===== src/rtl/axis_parse_ctrl.sv =====
// axis_parse_ctrl: sequences the field parsers over one AXI-Stream packet.
// It reports the parsed field set to a consumer and holds off upstream while
// a verdict is pending. It also counts reported packets and packets that end
// before every required field is ready.
module axis_parse_ctrl #(
  parameter int unsigned NUM_FIELDS      = 4,
  parameter int unsigned SHORT_CNT_WIDTH = 16
) (
  input  logic                       axis_aclk,
  input  logic                       axis_resetn,
  input  logic                       axis_tvalid,
  input  logic                       axis_tready,
  input  logic                       axis_tlast,
  input  logic [NUM_FIELDS-1:0]      field_ready,
  input  logic [NUM_FIELDS-1:0]      field_mask,
  input  logic                       fields_ack,
  output logic                       parser_reset,
  output logic                       fields_valid,
  output logic                       stream_hold,
  output logic [31:0]                pkt_count,
  output logic [SHORT_CNT_WIDTH-1:0] short_count
);

  localparam int unsigned PKT_W   = 32;
  localparam int unsigned SHORT_W = SHORT_CNT_WIDTH;

  localparam logic [2:0] S_IDLE   = 3'd0;
  localparam logic [2:0] S_PARSE  = 3'd1;
  localparam logic [2:0] S_CHECK  = 3'd2;
  localparam logic [2:0] S_REPORT = 3'd3;
  localparam logic [2:0] S_DRAIN  = 3'd4;
  localparam logic [2:0] S_CLEAR  = 3'd5;

  logic [2:0]         r_state;
  logic [2:0]         w_state_nxt;
  logic               r_tlast_seen;
  logic               w_tlast_seen_nxt;
  logic               w_beat;
  logic               w_last_beat;
  logic               w_all_ready;
  logic               w_pkt_inc;
  logic               w_short_inc;
  logic               w_hold_nxt;
  logic               r_parser_reset;
  logic               r_fields_valid;
  logic               r_stream_hold;
  logic [PKT_W-1:0]   r_pkt_count;
  logic [SHORT_W-1:0] r_short_count;

  // A field counts as ready if it is not required by the mask.
  assign w_all_ready = &(field_ready | ~field_mask);
  assign w_beat      = axis_tvalid && axis_tready;
  assign w_last_beat = w_beat && axis_tlast;

  // Next-state, tlast tracking and counter-increment decode.
  always_comb begin
    w_state_nxt      = r_state;
    w_tlast_seen_nxt = r_tlast_seen;
    w_pkt_inc        = 1'b0;
    w_short_inc      = 1'b0;
    case (r_state)
      S_IDLE: begin
        if (w_last_beat) begin
          w_state_nxt      = S_CHECK;
          w_tlast_seen_nxt = 1'b1;
        end else if (w_beat) begin
          w_state_nxt = S_PARSE;
        end
      end
      S_PARSE: begin
        // Ready wins over a coincident tlast; the tlast is still remembered.
        if (w_all_ready) begin
          w_state_nxt      = S_REPORT;
          w_tlast_seen_nxt = w_last_beat;
        end else if (w_last_beat) begin
          w_state_nxt      = S_CHECK;
          w_tlast_seen_nxt = 1'b1;
        end
      end
      S_CHECK: begin
        // One cycle to let the parsers' registered ready settle after tlast.
        if (w_all_ready) begin
          w_state_nxt = S_REPORT;
        end else begin
          w_state_nxt = S_CLEAR;
          w_short_inc = 1'b1;
        end
      end
      S_REPORT: begin
        if (w_last_beat) begin
          w_tlast_seen_nxt = 1'b1;
        end
        if (fields_ack) begin
          w_pkt_inc = 1'b1;
          if (r_tlast_seen || w_last_beat) begin
            w_state_nxt = S_CLEAR;
          end else begin
            w_state_nxt = S_DRAIN;
          end
        end
      end
      S_DRAIN: begin
        if (w_last_beat) begin
          w_state_nxt = S_CLEAR;
        end
      end
      S_CLEAR: begin
        w_state_nxt      = S_IDLE;
        w_tlast_seen_nxt = 1'b0;
      end
      default: begin
        w_state_nxt      = S_IDLE;
        w_tlast_seen_nxt = 1'b0;
      end
    endcase
  end

  // Hold upstream while a verdict is pending or the packet has fully arrived.
  assign w_hold_nxt = (w_state_nxt == S_CHECK) || (w_state_nxt == S_CLEAR) ||
                      ((w_state_nxt == S_REPORT) && w_tlast_seen_nxt);

  // State, tlast flag and outputs; outputs are state decodes registered alongside the state.
  always_ff @(posedge axis_aclk or negedge axis_resetn) begin
    if (!axis_resetn) begin
      r_state        <= S_IDLE;
      r_tlast_seen   <= 1'b0;
      r_parser_reset <= 1'b0;
      r_fields_valid <= 1'b0;
      r_stream_hold  <= 1'b0;
    end else begin
      r_state        <= w_state_nxt;
      r_tlast_seen   <= w_tlast_seen_nxt;
      r_parser_reset <= (w_state_nxt == S_CLEAR);
      r_fields_valid <= (w_state_nxt == S_REPORT);
      r_stream_hold  <= w_hold_nxt;
    end
  end

  // Packet counter, wraps naturally.
  always_ff @(posedge axis_aclk or negedge axis_resetn) begin
    if (!axis_resetn) begin
      r_pkt_count <= '0;
    end else if (w_pkt_inc) begin
      r_pkt_count <= r_pkt_count + PKT_W'(1);
    end
  end

  // Short-packet counter, saturates at all-ones.
  always_ff @(posedge axis_aclk or negedge axis_resetn) begin
    if (!axis_resetn) begin
      r_short_count <= '0;
    end else if (w_short_inc && (r_short_count != {SHORT_W{1'b1}})) begin
      r_short_count <= r_short_count + SHORT_W'(1);
    end
  end

  assign parser_reset = r_parser_reset;
  assign fields_valid = r_fields_valid;
  assign stream_hold  = r_stream_hold;
  assign pkt_count    = r_pkt_count;
  assign short_count  = r_short_count;

endmodule


===== config.mk =====
export PLATFORM = sky130hd
export DESIGN_NAME = axis_parse_ctrl
export DESIGN_NICKNAME = d
export VERILOG_FILES = /design/src/rtl/axis_parse_ctrl.sv
export SDC_FILE = /design/constraint.sdc
export NUM_CORES = 1
export LEC_CHECK = 0
export ABC_AREA = 0
export CORE_ASPECT_RATIO = 0.6
export CORE_UTILIZATION = 53
export CTS_CLUSTER_SIZE = 40
export DETAILED_ROUTE_END_ITERATION = 10
export HOLD_SLACK_MARGIN = 0.06
export MAX_ROUTING_LAYER = met4
export PLACE_DENSITY = 0.85
export SYNTH_ARGS = -nofsm -noshare
export SYNTH_HDL_FRONTEND = slang
export SYNTH_SLANG_ARGS = --single-unit

===== constraint.sdc =====
create_clock -name axis_aclk -period 2.9 [get_ports axis_aclk]
set_input_delay 0.435 -clock axis_aclk [delete_from_list [all_inputs] [get_ports axis_aclk]]
set_output_delay 0.435 -clock axis_aclk [all_outputs]
set_load 0.005 [all_outputs]

; Word level (Yosys, flattened, before mapping)
; Index checks and enable logic that the tools add are counted.
[totals]
memories = 0
latchBits = 0
elab_cells = 46
mem_bits_ro = 0
regBits = 55
mem_bits_rw = 0
[classes]
n_lt_le_gt_ge = 0
bitwise = 2
reduce_logical = 11
shift = 0
multipliers = 0
muxes = 16
addsub = 2
n_eq_ne = 8
div_mod_pow = 0
[op_table]
columns = cell, count
row1 = $add A32 B1 Y32 const B, 1
row2 = $mux W3, 7
row3 = $add A16 B1 Y16 const B, 1
row4 = $ne A16 B16 Y1 const B, 1
row5 = $pmux W3 S5, 1
row6 = $eq A3 B2 Y1 const B, 4
row7 = $mux W1, 7
row8 = $eq A3 B3 Y1 const B, 2
row9 = $logic_and A1 B1 Y1, 4
row10 = $not A4 Y4, 1
row11 = $or A4 B4 Y4, 1
row12 = $reduce_and A4 Y1, 1
row13 = $reduce_or A2 Y1, 2
row14 = $eq A3 B1 Y1 const B, 1
row15 = $logic_not A3 Y1, 1
row16 = $logic_or A1 B1 Y1, 3
row17 = $pmux W1 S3, 1

; Longest topological paths before layout
; Gate-level depths: netlist of the first run.
[depth]
word_depth = 9
mapped_depth = 7

; Worst setup path before layout of the first run
; No wires, ideal clock.
[synth_timing]
kind = register -> register
startpoint = reg r_short_count[0], in the netlist short_count[0]
endpoint = reg r_short_count[13], in the netlist short_count[13]
synth_period_minus_slack_ps = 1842
stages_incl_launch_ff = 8
setup_slack_ps = 1058
path_buffers = 1
setup_ps = 79
t_arrival_ps = 1763
path_cell_list = dfrtp_1 ha_1 nand4_1 nor4_1 or4_4 buf_6 nor3_2 xor2_1
[synth_between]
elab_chain_cells = 2
[synth_rtl]
columns = item, line
row1 = from (decl), 48  ; logic [SHORT_W-1:0] r_short_count;
row2 = from (signal assigned), 153  ; r_short_count <= r_short_count + SHORT_W'(1);
row3 = "parallel branches: the longest is 2 deep, another holds $add A16 B1 Y16", --
; Several ways; the timed one is not identified.
; A chain may end at the register's enable or synchronous reset.

; Final worst setup path of the first run
[layout_timing]
startpoint = in fields_ack
endpoint = reg r_pkt_count[12], in the netlist pkt_count[12]
[layout_between]
elab_chain_cells = 2
[layout_rtl]
columns = item, line
row1 = from (decl), 16  ; input logic fields_ack,
row2 = $mux W1, 93  ; if (fields_ack) begin
row3 = $mux W1, 61  ; case (r_state)
row4 = to (signal assigned), 144  ; r_pkt_count <= r_pkt_count + PKT_W'(1);
row5 = to (decl), 47  ; logic [PKT_W-1:0] r_pkt_count;
; Every way passes these cells.

==> impl.org, run 1 <==
** Run status
- The run finished with clean final reports.

** Clocking
- The clock reaches the later pin of the worst-skew pair after 0.31 ns.
- In this run the deepest clock path goes through 2 buffers.
- Count of clock tree sinks :: 55
- Root buffer cell :: clkbuf_8
- Gates resized during post-CTS repair numbered 0.
- Clock-pin slew on the worst setup and hold paths :: 0.10 ns
- The H-tree was split into 2 levels.
- CTS buffer count :: 5
- TritonCTS clock tree :: yes
- Post-CTS setup buffers :: 0
- Hold repair after CTS inserted 0 buffers.

** Routing
- After detailed routing, the number of vias per cell comes to 5.43.
- The detailed router finished its first iteration with 100 violations.
- Detailed-routing iteration count for the pre-antenna-repair pass :: 4
- Antenna violation net count after detailed routing :: 0
- Wire length after detailed routing :: 5.50 mm
- DRC :: 0
- The routed layout has 1989 vias.
- Routed wirelength normalized by instance count :: 15.0 um

** Die
- Measured along the y axis, the die boundary spans 57.0 um.
- The die is 93.6 um wide.
- Die Outline Area :: 5340 um^2
- The core region is 4710 um^2.
- During I/O placement, the number of pins put on the boundary was 65.
- Initial core utilization :: 0.567
- In this run the core area contains 19 standard-cell rows.

** Yosys
- The synthesized netlist contains 36 unique library cells.
- Dominant combinational cell family by area after synthesis :: simple AND/OR/NAND/NOR gates
- Flops & latches, synth :: 55
- Prevailing post-synth register cell :: dfrtp_1
- Ys async rst share :: 1.00
- Post-synthesis instance total :: 232
- The synthesized netlist occupies a cell area of 2670 um^2.
- Post-synth net total :: 248
- Of the total synthesized cell area, the portion taken by XOR and XNOR cells is 0.148.
- Multiplexer share of the synthesized area :: 0.00843
- For this run, the number of Yosys warnings is 0.
- Top cells by instance count after synthesis :: dfrtp_1, xnor2_1, nand2_1
- Counting flops with a built-in enable in the synthesized netlist gives 0.
- Of the total synthesized cell area, the portion taken by AND, OR, NAND and NOR gates is 0.256.
- Compound-gate portion of the synthesized area :: 0.0394
- Leading area contributor after synthesis :: dfrtp_1
- Of the post-synthesis cell area, the dominant cell type holds 0.515.
- Among all cell types in the netlist, the one instantiated most often is dfrtp_1.
- Leading cell types by total area after synthesis :: dfrtp_1, xnor2_1, xor2_1, nand2_1, nor4_4
- Of the total synthesized cell area, the portion taken by full adders, half adders and majority gates is 0.00937.
- Of the synthesized area, sequential elements account for 0.515.
- Each instance of the synthesized netlist takes up on average 11.5 um^2.

** STA
- Crit share post-route :: 0.734
- Final-report hold violation count :: 0
- For the pin with the worst max-slew slack, the measured transition is 0.762 ns.
- Setup violations remaining at the end of the flow were counted as 0.
- Post-layout minimum cycle time :: 2.13 ns
- Max Clock Freq :: 0.470 GHz
- Setup repair after global routing left no endpoint under its margin.
- Final setup TNS :: 0 ns
- Max-slew headroom :: 0.492
- Setup skew after layout :: 0.0130 ns
- Number of max-slew violations in the final report :: 0

** GRT
- In the global route stage, overall resource usage came out at 0.232.
- Largest net degree at the start of global routing :: 36
- The via count of the first global-routing pass was 1862.
- Wire length of the first global-routing pass :: 9.09 mm
- Number of antenna violations at the first check in global routing :: 0
- Total congestion overflow :: 0

** Critical path
- Type of element capturing the critical path :: flip-flop
- The worst setup path is launched from a primary input.
- The worst setup path is of the in -> reg kind.
- Required time at the worst-slack endpoint :: 3.10 ns
- Largest fanout on the critical path :: 8
- Data on the critical path arrives at its endpoint at 2.33 ns.
- Beginning of the worst register-to-register path :: short_count[0]
- Tracing the worst setup path back leads to its startpoint at fields_ack.

** Finish
- Area occupied by multi-input gates :: 1230 um^2
- Counting the fill cells in the layout gives 332.
- Layout Area Growth over Synthesis :: 30.5%
- Core Util, Final :: 0.740
- Sequential Area :: 1380 um^2
- Layout cell share with drive strength beyond 1 :: 0.0990
- Net total in the final layout :: 318
- Antenna cell count :: 0

** Power
- P_sw :: 0.000641 W
- Power Density :: 593 nW/um^2
- The share of total power dissipated in sequential elements is 0.487.
- Of the total power, the share spent switching nets is 0.310.
- For this design the static power due to leakage is 1.49 nW.
- Of the total power, the clock network draws 0.251.
- Max IR drop VDD :: 0.000508 V
- Of the total power, combinational logic draws 0.262.
- The internal portion of the total power is 0.00143 W.

** Placement
- Port buffering added 64 buffers.
- Routability-driven placement finished with a final weighted congestion of 0.834.
- HPWL Detailed :: 4.04 mm

** Flow run
- Total of max-cap violations :: 0

** Worst hold path
- The tightest min-delay check is of the in -> async type.
==> stage by stage <==
stage | total power [W] | setup WS [ns] | area [um^2] | hold WS [ns] | instances
floorplan | 0.00131 | 1.06 | 2670 | 0.139 | 232
global placement | 0.00154 | 0.506 | 3370 | 0.465 | 358
detailed placement | 0.00155 | 0.427 | 3370 | 0.483 | 358
CTS | 0.00208 | 0.755 | 3480 | 0.217 | 366
global route | 0.00218 | 0.638 | 3480 | 0.250 | 366
finish | 0.00207 | 0.771 | 3480 | 0.184 | 366
==> worst max-delay path: stages <==
cell and delay (ns):
clkdlybuf4s50_1 0.50, and4b_1 0.38, nand4_4 0.23, nor3_1 0.47
nand3_1 0.16, xnor2_1 0.15
==> layout by cell type (no fill, tap or decap), types with 5 or more instances in the layout <==
| cell type | instances |
|---|---|
| xnor2_1 | 31 |
| dfrtp_1 | 55 |
| nand3_1 | 15 |
| nor3_2 | 5 |
| xor2_1 | 14 |
| nor3_1 | 5 |
| nand4_1 | 10 |
| clkdlybuf4s50_1 | 63 |
| nand2_1 | 25 |
| nor4_1 | 5 |
| clkbuf_8 | 5 |
| inv_1 | 7 |
| nor2_1 | 9 |
==> final cells by class <==
cell class	instances	share of cell area
Clock buffer	5	0.0197
Timing Repair Buffer	67	0.189
Clock inverter	3	0.0133
Inverter	7	0.00754
Multi-Input combinational cell	166	0.353
Tap cell	63	0.0226
Sequential cell	55	0.395
==> metal layers <==
layer  routed length (um)  track usage
met5                    0            -
met4                   44       0.0593
met3                  293       0.0400
met2                 2410        0.328
met1                 2750        0.348
==> power groups by stage <==
stage	clock network [W]	registers, W	logic (W)
global placement	0	0.00101	0.000525
global route	0.000561	0.00102	0.000598
floorplan	0	0.000976	0.000331
finish	0.000519	0.00101	0.000542
CTS	0.000532	0.00101	0.000546
detailed placement	0	0.00102	0.000535
==> final timing paths <==
check | to | slack [ns] | depth (start not counted)
hold reg to reg | pkt_count[31] | 0.49 | 1
setup reg to reg | short_count[15] | 0.79 | 6
hold / removal | short_count[2] | 0.18 | 1
min in group axis_aclk | pkt_count[31] | 0.49 | 1
setup / recovery | pkt_count[12] | 0.77 | 6
max in group asynchronous | pkt_count[2] | 2.07 | 2
==> state kept, by name, summed over array words and instances, names as in the netlist <==
signal and flops:
parser_reset 1, short_count 16, stream_hold 1, r_tlast_seen 1
pkt_count 32, fields_valid 1, r_state 3
==> cells by family after synthesis <==
kind of cell / count (synthesis)
AOI/OAI and AO/OA: 13
DFF: 55
buffers and inverters: 11
xor gates and xnor gates: 45
and+or+nand+nor: 104
muxes: 2
adders and majority gates: 2
Power figures use the tool's default switching activity.
==> run 2, diff against run 1 <==
- CORE_UTILIZATION: 53 -> 49
- PLACE_DENSITY: 0.85 -> 0.79
- clock period: 2.9 -> 2.1 ns (I/O delays scaled with it)
==> impl.org, run 2 (synthesized netlist as in run 1, its figures left out) <==
** Die
- Initial core utilization :: 0.518
- The floorplan step defined a die boundary enclosing 5760 um^2.
- The floorplan step set the die width to 97.3 um.
- The die is 59.2 um tall.
- The total area inside the core boundary comes to 5150 um^2.
- Placement row count :: 20
- 65 I/O pins were placed.

** STA
- Final setup fails :: 0
- Setup repair after global routing left no endpoint under its margin.
- Max-slew headroom :: 0.642
- Max Clock Freq :: 0.520 GHz
- The number of pins exceeding their max-slew limit in the final report was 0.
- For the finished layout, the period the worst path requires is 1.92 ns.
- Setup skew after layout :: 0.0109 ns
- On the final layout, the worst hold slack is 0.475 ns.
- Tightest Pin Transition :: 0.538 ns
- The count of final hold-check violations came to 0.
- In the finished design, the share of the clock period the worst path needs comes to 0.915.

** Power
- For this design the static power due to leakage is 1.57 nW.
- Final Total Pwr :: 0.00295 W
- Across the VDD grid, the largest voltage drop is 0.000469 V.
- In this run the power density over the cells is 816 nW/um^2.

** Routing
- In the routed design, unresolved DRC markers number 0.
- Antenna violation net count after detailed routing :: 0
- DR WL met3 :: 202 um
- After detailed routing, the total wire length is 5.54 mm.
- Routed wirelength normalized by instance count :: 14.5 um
- Top layer reached by signal wires :: met4
- Detailed route wirelength on metal2 :: 2.40 mm
- The detailed router finished its first iteration with 55 violations.
- Summing over every cut layer, the via total after detailed routing is 2021.
- Met1 routed wirelength after detailed routing :: 2.86 mm
- Average via count per standard cell :: 5.29
- Detailed-routing iteration count for the pre-antenna-repair pass :: 4

** GRT
- Number of antenna violations at the first check in global routing :: 0
- For this run, the total global-route usage over all layers was measured as 0.222.
- The total overflow left after global routing is 0.
- Number of global-route vias before repair :: 1975
- Entering global routing, the biggest net connects 34 pins.
- Wire length of the first global-routing pass :: 9.57 mm

** Finish
- Most frequent cells in the layout :: clkdlybuf4s50_1, dfrtp_1, xnor2_1, nand2_1, nand3_1
- The filler cells instantiated in the layout total 383.
- Net total in the final layout :: 331
- The register with the most flip-flops in the layout has 32 of them.
- Summing all multi-input logic gate instances after layout gives 1230 um^2.
- From synthesis to final layout, the design area changed by 35.6%.
- Layout cell share with drive strength beyond 1 :: 0.133
- In the final layout, flip-flops and latches occupy 1380 um^2.
- The repair_antennas step left the layout with diodes totalling 0.
- Post-Layout Inst Area :: 3620 um^2
- The library cell used most frequently in the layout, excluding fill and tap cells, is clkdlybuf4s50_1.

** Flow run
- The tool flagged a number of max-cap violations equal to 0.

** Critical path
- The worst setup path is launched from a flip-flop.
- CP Cell Sequence :: and4b_1, nand4_4, nor4_4, nand4_1, xnor2_1
- The slowest stage of the critical path is the dfrtp_1 cell.
- Type of element capturing the critical path :: flip-flop
- Type of the worst setup path :: reg -> reg
- At the worst endpoint, the required time is 2.31 ns.
- Delay of the slowest cell on the worst path :: 0.47 ns
- Largest fanout on the critical path :: 8
- Data arrival time at the worst-slack endpoint :: 2.13 ns

** Clocking
- Clock latency on the worst-skew pair, taken at its later pin, is 0.31 ns.
- Clock-pin slew on the worst setup and hold paths :: 0.10 ns
- Root buffer cell :: clkbuf_8
- Number of buffers inserted by hold repair at cts :: 1
- Total number of H-tree levels :: 2
- After clock tree synthesis, the setup repair step added 0 buffers.
- TritonCTS clock tree :: yes
- The clock passes through at most 2 buffers.
- Total of cells resized after clock tree synthesis :: 0
- Buffers inserted during clock tree synthesis total 5.
- Count of clock tree sinks :: 55

** Placement
- Final Wtd Congestion :: 0.892
- Instance area at placement :: 3490 um^2
- IO buf count :: 64
- HPWL Detailed :: 4.09 mm

** Worst hold path
- Classification of the worst-slack hold path :: reg -> reg

** Run status
- Status :: finished, final reports clean
run 2: area by class of cell:
type,instances,area share
inverters,7,0.00726
well taps,66,0.0228
clock inverters,2,0.0107
flip-flops and latches,55,0.380
clock buffers,6,0.0228
multi-input cells,166,0.340
repair buffers,80,0.216
run 2: routing by layer:
layer	track usage	vias up
li1	-	993
met5	-	-
met2	0.323	52
met4	0.0798	0
met3	0.0460	6
met1	0.311	970
run 2: through the flow:
step | setup slack, ns | instances | utilization | TNS (ns)
6_report | 0.178 | 382 | 0.702 | 0
5_1_grt | 0.0478 | 382 | 0.702 | 0
4_1_cts | 0.168 | 382 | 0.702 | 0
3_5_place_dp | -0.132 | 373 | 0.677 | -0.917
3_3_place_gp | -0.0783 | 373 | 0.677 | -0.452
2_1_floorplan | 0.258 | 232 | - | 0
run 2: critical path, delay by kind of cell, from the launching register on:
kind,cells,cell delay [ns]
simple gates,4,1.21
flops,1,0.47
xor+xnor,1,0.15
run 2: final timing paths:
| kind | startpoint | to | slack, ns | cells past startpoint |
|---|---|---|---|---|
| max | r_state[2] | pkt_count[31] | 0.18 | 5 |
| min | pkt_count[31] | pkt_count[31] | 0.48 | 1 |
| max reg2reg | r_state[2] | pkt_count[31] | 0.18 | 5 |
| min reg2reg | pkt_count[31] | pkt_count[31] | 0.48 | 1 |
| max in group asynchronous | axis_resetn | r_state[0] | 1.03 | 3 |
| min in group asynchronous | axis_resetn | short_count[0] | 0.51 | 2 |
run 2: where the power goes:
group	internal (W)	leakage [nW]	total, W	switching, W
Clock	0.000393	0.0618	0.000746	0.000353
Combinational	0.000471	0.787	0.000818	0.000347
Sequential	0.00120	0.720	0.00139	0.000186
